==> src/rtl/gfx_axi_pixel_writer.sv <==
// rtl/gfx_axi_pixel_writer.sv - pixel stream to single-beat AXI4 framebuffer writes
//
// Ports:
//   clk, rst_n          clock; asynchronous active-low reset
//   s_valid/s_ready     pixel stream handshake; s_x, s_y, s_color = {r,g,b}
//   m_axi_aw*           write address channel (single beat, INCR, id 0)
//   m_axi_w*            write data channel (all strobes set, wlast = 1)
//   m_axi_b*            write response channel (bready tied high)
//   idle                nothing pending on AW/W and no response outstanding
//   err                 sticky; set by any non-OKAY bresp
//   clip_cnt            saturating count of off-screen pixels dropped

module gfx_axi_pixel_writer #(
   parameter int H_WIDTH         = 12,
   parameter int V_WIDTH         = 12,
   parameter int COLOR_WIDTH     = 4,
   parameter int H_VISIBLE       = 640,
   parameter int V_VISIBLE       = 480,
   parameter int AXI_ADDR_WIDTH  = 20,
   parameter int AXI_DATA_WIDTH  = 16,
   parameter int AXI_ID_WIDTH    = 4,
   parameter int MAX_OUTSTANDING = 4
) (
   input  logic                        clk,
   input  logic                        rst_n,

   input  logic                        s_valid,
   input  logic [H_WIDTH-1:0]          s_x,
   input  logic [V_WIDTH-1:0]          s_y,
   input  logic [3*COLOR_WIDTH-1:0]    s_color,
   output logic                        s_ready,

   output logic                        m_axi_awvalid,
   input  logic                        m_axi_awready,
   output logic [AXI_ADDR_WIDTH-1:0]   m_axi_awaddr,
   output logic [AXI_ID_WIDTH-1:0]     m_axi_awid,
   output logic [7:0]                  m_axi_awlen,
   output logic [2:0]                  m_axi_awsize,
   output logic [1:0]                  m_axi_awburst,

   output logic                        m_axi_wvalid,
   input  logic                        m_axi_wready,
   output logic [AXI_DATA_WIDTH-1:0]   m_axi_wdata,
   output logic [AXI_DATA_WIDTH/8-1:0] m_axi_wstrb,
   output logic                        m_axi_wlast,

   input  logic                        m_axi_bvalid,
   output logic                        m_axi_bready,
   input  logic [AXI_ID_WIDTH-1:0]     m_axi_bid,
   input  logic [1:0]                  m_axi_bresp,

   output logic                        idle,
   output logic                        err,
   output logic [15:0]                 clip_cnt
);

   localparam int BYTES      = AXI_DATA_WIDTH / 8;
   localparam int BYTE_SHIFT = $clog2(BYTES);
   // Linear index times bytes-per-pixel must never lose bits before the
   // final truncation to the AXI address width.
   localparam int RAW_W      = H_WIDTH + V_WIDTH + BYTE_SHIFT;
   localparam int CALC_W     = (RAW_W > AXI_ADDR_WIDTH) ? RAW_W : AXI_ADDR_WIDTH;
   localparam int OUT_W      = 4;

   localparam logic [H_WIDTH:0]   H_LIMIT = (H_WIDTH+1)'(H_VISIBLE);
   localparam logic [V_WIDTH:0]   V_LIMIT = (V_WIDTH+1)'(V_VISIBLE);
   localparam logic [OUT_W-1:0]   OUT_MAX = OUT_W'(MAX_OUTSTANDING);

   logic                      awvalid_q;
   logic                      wvalid_q;
   logic [AXI_ADDR_WIDTH-1:0] awaddr_q;
   logic [AXI_DATA_WIDTH-1:0] wdata_q;
   logic [OUT_W-1:0]          outstanding_q;
   logic                      err_q;
   logic [15:0]               clip_cnt_q;

   logic                      in_range;
   logic                      accept;
   logic                      pix_write;
   logic                      pix_clip;
   logic                      b_hs;
   logic [CALC_W-1:0]         lin_index;
   logic [AXI_ADDR_WIDTH-1:0] byte_addr;
   logic                      unused_bid;

   assign m_axi_awid    = '0;
   assign m_axi_awlen   = 8'd0;
   assign m_axi_awsize  = 3'(BYTE_SHIFT);
   assign m_axi_awburst = 2'b01;
   assign m_axi_wstrb   = '1;
   assign m_axi_wlast   = 1'b1;
   assign m_axi_bready  = 1'b1;

   // Responses are always single-ID, so the returned ID carries no information.
   assign unused_bid = ^m_axi_bid;

   assign in_range  = ({1'b0, s_x} < H_LIMIT) && ({1'b0, s_y} < V_LIMIT);

   // Gated by rst_n so the upstream stage sees no acceptance while in reset.
   assign s_ready   = rst_n && !awvalid_q && !wvalid_q && (outstanding_q < OUT_MAX);
   assign accept    = s_valid && s_ready;
   assign pix_write = accept && in_range;
   assign pix_clip  = accept && !in_range;

   // A response with nothing outstanding is a protocol violation; drop it so
   // the counter cannot wrap.
   assign b_hs = m_axi_bvalid && (outstanding_q != '0);

   // Constant multiply by the framebuffer width; synthesis reduces this to
   // shift-add.
   assign lin_index = CALC_W'(s_y) * CALC_W'(H_VISIBLE) + CALC_W'(s_x);
   assign byte_addr = AXI_ADDR_WIDTH'(lin_index << BYTE_SHIFT);

   always_ff @(posedge clk or negedge rst_n) begin
      if (!rst_n) begin
         awvalid_q     <= 1'b0;
         wvalid_q      <= 1'b0;
         awaddr_q      <= '0;
         wdata_q       <= '0;
         outstanding_q <= '0;
         err_q         <= 1'b0;
         clip_cnt_q    <= 16'd0;
      end else begin
         // AW and W retire independently; a new write can only load when both
         // are idle, so loading never collides with a pending handshake.
         if (pix_write) begin
            awvalid_q <= 1'b1;
            awaddr_q  <= byte_addr;
         end else if (m_axi_awready) begin
            awvalid_q <= 1'b0;
         end

         if (pix_write) begin
            wvalid_q <= 1'b1;
            wdata_q  <= AXI_DATA_WIDTH'(s_color);
         end else if (m_axi_wready) begin
            wvalid_q <= 1'b0;
         end

         unique case ({pix_write, b_hs})
            2'b10:   outstanding_q <= outstanding_q + 1'b1;
            2'b01:   outstanding_q <= outstanding_q - 1'b1;
            default: outstanding_q <= outstanding_q;
         endcase

         if (b_hs && (m_axi_bresp != 2'b00)) begin
            err_q <= 1'b1;
         end

         if (pix_clip && (clip_cnt_q != 16'hFFFF)) begin
            clip_cnt_q <= clip_cnt_q + 16'd1;
         end
      end
   end

   assign m_axi_awvalid = awvalid_q;
   assign m_axi_awaddr  = awaddr_q;
   assign m_axi_wvalid  = wvalid_q;
   assign m_axi_wdata   = wdata_q;
   assign err           = err_q;
   assign clip_cnt      = clip_cnt_q;
   assign idle          = (outstanding_q == '0) && !awvalid_q && !wvalid_q;

endmodule

==> config.mk <==
export PLATFORM = sky130hd
export DESIGN_NAME = gfx_axi_pixel_writer
export DESIGN_NICKNAME = d
export VERILOG_FILES = /design/src/rtl/gfx_axi_pixel_writer.sv
export SDC_FILE = /design/constraint.sdc
export NUM_CORES = 1
export LEC_CHECK = 0
export BUFFER_PORTS_ARGS = -buffer_cell sky130_fd_sc_hd__buf_2
export CAP_MARGIN = 20
export CORE_UTILIZATION = 50
export CTS_BUF_LIST = sky130_fd_sc_hd__clkbuf_8 sky130_fd_sc_hd__clkbuf_16
export CTS_CLUSTER_DIAMETER = 40
export DETAILED_ROUTE_END_ITERATION = 10
export PLACE_DENSITY_LB_ADDON = 0.12
export SLEW_MARGIN = 10
export SYNTH_ARGS = -nofsm -noshare
export SYNTH_HDL_FRONTEND = slang
export SYNTH_SLANG_ARGS = --single-unit
export TNS_END_PERCENT = 5
==> constraint.sdc <==
create_clock -name clk -period 3.16 [get_ports clk]
set_input_delay 0.948 -clock clk [delete_from_list [all_inputs] [get_ports clk]]
set_output_delay 0.948 -clock clk [all_outputs]
set_load 0.01 [all_outputs]
# Yosys cells after proc, flatten, opt, wreduce, memory -nomap -nowiden
# Cells that the tools add are included.
# word_totals
reg_bits,54
input_bits,48
output_inout_bits,78
elab_cells,44
# classes
n_addsub,4
multipliers,1
magnitude_cmp,3
eq_ne,3
muxes,5
n_reduce_logical,21
# op_table
cell,n
19-bit by 12-bit adder with 19-bit output,1
16-bit by 1-bit adder with 16-bit output (second input constant),1
16-bit != test (second input constant),1
1-bit logical AND,12
12-bit by 10-bit < comparator with 1-bit output (second input constant),1
12-bit by 9-bit < comparator with 1-bit output (second input constant),1
12-bit by 3-bit multiplier with 12-bit output (second input constant),1
4-bit case mux with 2 select lines,1
2-bit nonzero test,4
4-bit by 1-bit adder with 4-bit output (second input constant),1
4-bit logical NOT,1
4-bit by 3-bit < comparator with 1-bit output (second input constant),1
1-bit 2-to-1 mux,4
4-bit nonzero test,1
4-bit by 1-bit subtractor with 4-bit output (second input constant),1
1-bit logical NOT,3
2-bit by 1-bit equality test with 1-bit output (second input constant),1
2-bit equality test (second input constant),1

# Depth between registers and ports, before layout
# logic_depth
depth_word,8
mapped_depth,12
depth_no_buf,11

# Worst setup path after synthesis
# OpenSTA, ideal clock, no wires.
# synth_path
kind,input-to-reg
startpoint,in s_y[1]
endpoint,reg awaddr_q[19] (netlist: m_axi_awaddr[19])
setup_ps,82
t_arrival_ps,3453
t_required_ps,3078
setup_slack_ps,-375
path_stages,10
path_buffers,1
path_cell_list,ha_1 ha_1 fa_1 buf_6 a21o_1 a221oi_1 xnor2_1 nand3_2 or4_1 a31oi_1
# synth_via
elab_chain_cells,3
word_cells_on_any_way,5
cone_classes,add/sub (1); mul (1); order compare (1); reduce/logical (2)
# synth_lines
item,line_no,rtl
"start, declared",29,"input logic [V_WIDTH-1:0] s_y,"
"parallel branches: the longest is 3 deep, another holds 19-bit by 12-bit adder with 19-bit output",-,
"end signal, assigned",128,awaddr_q <= byte_addr;
"end, declared",71,logic [AXI_ADDR_WIDTH-1:0] awaddr_q;
# Several ways; the timed one is not identified.
# A chain may end at the register's enable or synchronous reset.

# Worst setup path in the final report
# Ends and elaborated chain as after synthesis.

==> load_flow_metrics.sql <==
INSERT INTO impl_metrics (metric_group, metric, value, unit) VALUES
('synthesis', 'synth_top_cell_area_share', '0.394', ''),
('detailed_routing', 'route.detailed.drc', '10', ''),
('floorplan', 'design.portCount', '126', ''),
('detailed_routing', 'vias', '2889', ''),
('placed_design', 'hpwl', '5790', 'um'),
('synthesis', 'ys_warn_count', '0', ''),
('detailed_routing', 'first_pass_iters', '7', ''),
('job', 'drv.max_cap_violation_count', '0', ''),
('critical_path', 'cp_max_fo', '6', ''),
('clocking', 'cts.repair_timing.setup_buffer_count', '0', ''),
('synthesis', 'synth_cells', '376', ''),
('floorplan', 'dieHeight', '84.8', 'um'),
('synthesis', 'ys.flop_type', 'sky130_fd_sc_hd__dfrtp_1', ''),
('critical_path', 'worst_ep_required_time', '3390', 'ps'),
('pwr', 'worst_ir_drop_vdd', '0.293', 'mV'),
('clocking', 'clk_pin_slew', '100', 'ps'),
('floorplan', 'initial_core_util', '0.528', ''),
('run_status', 'violated_checks', 'DRC', ''),
('detailed_routing', 'avgViaCountPerCell', '4.99', ''),
('clocking', 'cts_tree', 'done', ''),
('sta', 'timing.setup.tns', '0', 'ps'),
('final_layout', 'drive_above_1_share', '0.325', ''),
('grt', 'grt_pass1_vias', '2830', ''),
('critical_path', 'critPathCaptureType', 'register', ''),
('synthesis', 'ys_seq_elements', '54', ''),
('placed_design', 'buffer_ports.inserted', '95', ''),
('floorplan', 'core_region_area', '0.00649', 'mm^2'),
('final_layout', 'areaGrowthSynthToFinish', '24.8', '%'),
('clocking', 'tritoncts.num_buffers', '5', ''),
('sta', 'report.final.slew_viol_count', '0', ''),
('pwr', 'power.density', '484', 'mW/mm^2'),
('clocking', 'holdBufCountCts', '0', ''),
('grt', 'gr-total-overflow', '0', ''),
('critical_path', 'crit_type', 'in -> reg', ''),
('sta', 'slew_headroom', '0.476', ''),
('final_layout', 'post_layout_util', '0.658', ''),
('clocking', 'post_cts.resized_instances', '0', ''),
('synthesis', 'ys_seq_area_frac', '0.394', ''),
('sta', 'finalSetupViolCount', '0', ''),
('pwr', 'power', '2070', 'uW'),
('sta', 'fin_hold_ws', '466', 'ps'),
('grt', 'tot_gr_track_use', '0.213', ''),
('synthesis', 'yosys-top-cells-area', 'sky130_fd_sc_hd__dfrtp_1, sky130_fd_sc_hd__nand2_1, sky130_fd_sc_hd__ha_1', ''),
('grt', 'antenna_found_initial', '0', ''),
('final_layout', 'fill_cells', '572', ''),
('critical_path', 'cp-start-kind', 'input port', ''),
('clocking', 'ctsRootBufferMaster', 'sky130_fd_sc_hd__clkbuf_8', ''),
('clocking', 'clk-insertion-delay-late', '310', 'ps'),
('floorplan', 'die_area', '0.00719', 'mm^2'),
('pwr', 'leakage', '0.00237', 'uW'),
('floorplan', 'fp.dieW', '84.8', 'um'),
('synthesis', 'yosys.cell_types.count', '53', ''),
('floorplan', 'placement_rows', '29', ''),
('sta', 'worst_clock_skew', '8.33', 'ps'),
('detailed_routing', 'drtAntennaViolNets', '0', ''),
('sta', 'post_layout_minimum_cycle_time', '3040', 'ps'),
('sta', 'max_slew.worst_pin.slew', '779', 'ps'),
('clocking', 'h_tree_levels', '2', ''),
('synthesis', 'netlist_area', '0.00343', 'mm^2'),
('detailed_routing', 'drt_wl_total', '7400', 'um'),
('grt', 'global_route_wire_length_before_repair', '12400', 'um'),
('run_status', 'status', 'finished, violations left', ''),
('synthesis', 'number_of_flops_mapped_to_enable_cells_by_yosys', '0', ''),
('critical_path', 'timing.critical_path.arrival', '3280', 'ps'),
('final_layout', 'design.final.nets', '578', ''),
('synthesis', 'syn-mean-instance-area', '9.11', 'um^2'),
('final_layout', 'antenna_cells', '0', ''),
('sta', 'hold_violations', '0', ''),
('synthesis', 'synth_top_cell_by_area', 'sky130_fd_sc_hd__dfrtp_1', ''),
('synthesis', 'asr_flop_ratio_synth', '1.00', ''),
('sta', 'timing.fmax', '329', 'MHz'),
('detailed_routing', 'detailedRoute.firstIterationViolations', '112', ''),
('clocking', 'cts.sinks', '54', ''),
('placed_design', 'routabilityCongestion', '0.826', ''),
('clocking', 'cts_buffer_depth', '2', ''),
('grt', 'grt_start_max_net_pins', '55', ''),
('sta', 'rsz0062_at_grt', 'false', ''),
('min_path', 'timing.hold.worst.class', 'reg -> reg', ''),
('detailed_routing', 'route.detailed.wl_per_inst', '12.8', 'um'),
('sta', 'period_share', '0.963', '');
[final timing paths]
| path | from | to | slack, ps | cells after the start |
|---|---|---|---|---|
| worst max-delay path | s_y[1] | m_axi_awaddr[19]$_DFFE_PN0P_ | 120 | 10 |
| worst min register to register | err$_DFFE_PN0P_ | err$_DFFE_PN0P_ | 470 | 1 |
| max in group asynchronous | rst_n | m_axi_awaddr[14]$_DFFE_PN0P_ | 1930 | 2 |
| worst max register to register | outstanding_q[3]$_DFFE_PN0P_ | outstanding_q[3]$_DFFE_PN0P_ | 830 | 11 |
| min in group asynchronous | rst_n | err$_DFFE_PN0P_ | 790 | 2 |
| worst min-delay path | err$_DFFE_PN0P_ | err$_DFFE_PN0P_ | 470 | 1 |
[routing by layer]
| metal | track usage | wire (um) |
|---|---|---|
| met1 | 0.277 | 3380 |
| met2 | 0.375 | 3690 |
| met3 | 0.0344 | 285 |
| met4 | 0.0431 | 53 |
| met5 | 0 | 0 |
[area by class of cell]
class	instances	area (um^2)	share of cell area
multi-input combinational	295	1910	0.447
inverter	14	52.6	0.0123
clock buffer	5	68.8	0.0161
sequential	54	1350	0.316
timing repair buffer	131	746	0.174
clock inverter	3	47.5	0.0111
tap	77	96.3	0.0225
[cells by family (layout without fill, tap and decap cells)]
group                    Yosys count  in the layout  synth area share
flip-flops                        54             54             0.394
other                              2             26           0.00219
adder cells (fa/ha/maj)           29             29             0.112
multiplexers                       2              2           0.00584
AND/OR/NAND/NOR                  156            156             0.219
XOR/XNOR                          31             31            0.0792
AO/OA/AOI/OAI                     51             51            0.0964
buffers and inverters             51            153            0.0905
[synthesized netlist by cell type, types with 2 or more instances]
cell                       instances
sky130_fd_sc_hd__buf_4            27
sky130_fd_sc_hd__xor2_1           16
sky130_fd_sc_hd__nor4_1            3
sky130_fd_sc_hd__o211ai_1          2
sky130_fd_sc_hd__nand3_1           8
sky130_fd_sc_hd__nor2_1           16
sky130_fd_sc_hd__and3_2            2
sky130_fd_sc_hd__xnor2_1          15
sky130_fd_sc_hd__a211oi_2          2
sky130_fd_sc_hd__ha_1             26
sky130_fd_sc_hd__and4bb_2          2
sky130_fd_sc_hd__nand2_1          89
sky130_fd_sc_hd__and3_1            4
sky130_fd_sc_hd__clkbuf_1          6
sky130_fd_sc_hd__dfrtp_1          54
sky130_fd_sc_hd__nor2b_1           5
sky130_fd_sc_hd__o21a_1            2
sky130_fd_sc_hd__inv_1            12
sky130_fd_sc_hd__or4_1             2
sky130_fd_sc_hd__or2_2             3
sky130_fd_sc_hd__a21o_1            3
sky130_fd_sc_hd__o31ai_1           5
sky130_fd_sc_hd__a21oi_1          10
sky130_fd_sc_hd__and4_1            2
sky130_fd_sc_hd__fa_1              3
sky130_fd_sc_hd__buf_6             2
sky130_fd_sc_hd__conb_1            2
sky130_fd_sc_hd__a211oi_1          2
sky130_fd_sc_hd__mux2i_1           2
sky130_fd_sc_hd__nand4_1           5
sky130_fd_sc_hd__nor3_1            6
sky130_fd_sc_hd__o21ai_0          17
[stage by stage]
stage	std cells	cell area [um^2]	worst slack, ps
6_report	579	4280	118
5_1_grt	579	4280	8.54
4_1_cts	579	4260	30.3
3_5_place_dp	571	4140	-294
3_3_place_gp	571	4140	-240
2_1_floorplan	400	3550	-113
[worst max-delay path, stage by stage]
cell                       delay (ps)
sky130_fd_sc_hd__buf_2            130
sky130_fd_sc_hd__ha_4             240
sky130_fd_sc_hd__ha_4             160
sky130_fd_sc_hd__fa_2             390
sky130_fd_sc_hd__a21o_1           210
sky130_fd_sc_hd__a221oi_2         230
sky130_fd_sc_hd__xnor2_1          200
sky130_fd_sc_hd__nand3_2          120
sky130_fd_sc_hd__or4_1            470
sky130_fd_sc_hd__a31oi_1          170
[registers in the layout, indices dropped and copies added (netlist names)]
name and cells:
outstanding_q 4, m_axi_wvalid 1, m_axi_awvalid 1, m_axi_wdata 12, err 1, clip_cnt 16, m_axi_awaddr 19
[report_power, final]
| group | leakage, uW | switching (uW) | internal, uW |
|---|---|---|---|
| combinational | 0.00159 | 391 | 360 |
| sequential | 0.000721 | 66.1 | 781 |
| clock | 0.0000587 | 231 | 240 |
[placed cells by master (no fill, tap or decap), types with 3 or more instances in the layout]
master	Yosys	layout
sky130_fd_sc_hd__buf_2	1	95
sky130_fd_sc_hd__nand2_1	89	89
sky130_fd_sc_hd__dfrtp_1	54	54
sky130_fd_sc_hd__buf_4	27	36
sky130_fd_sc_hd__conb_1	2	26
sky130_fd_sc_hd__ha_1	26	21
sky130_fd_sc_hd__o21ai_0	17	16
sky130_fd_sc_hd__xor2_1	16	16
sky130_fd_sc_hd__nor2_1	16	15
sky130_fd_sc_hd__xnor2_1	15	15
sky130_fd_sc_hd__inv_1	12	12
sky130_fd_sc_hd__a21oi_1	10	10
sky130_fd_sc_hd__nand3_1	8	8
sky130_fd_sc_hd__nor3_1	6	6
sky130_fd_sc_hd__nand4_1	5	5
sky130_fd_sc_hd__nor2b_1	5	5
sky130_fd_sc_hd__o31ai_1	5	5
sky130_fd_sc_hd__clkbuf_8	0	5
sky130_fd_sc_hd__and3_1	4	4
sky130_fd_sc_hd__a21o_1	3	3
sky130_fd_sc_hd__or2_2	3	3
sky130_fd_sc_hd__nor4_1	3	3
sky130_fd_sc_hd__ha_4	0	3
(Power assumes the default switching activity.)
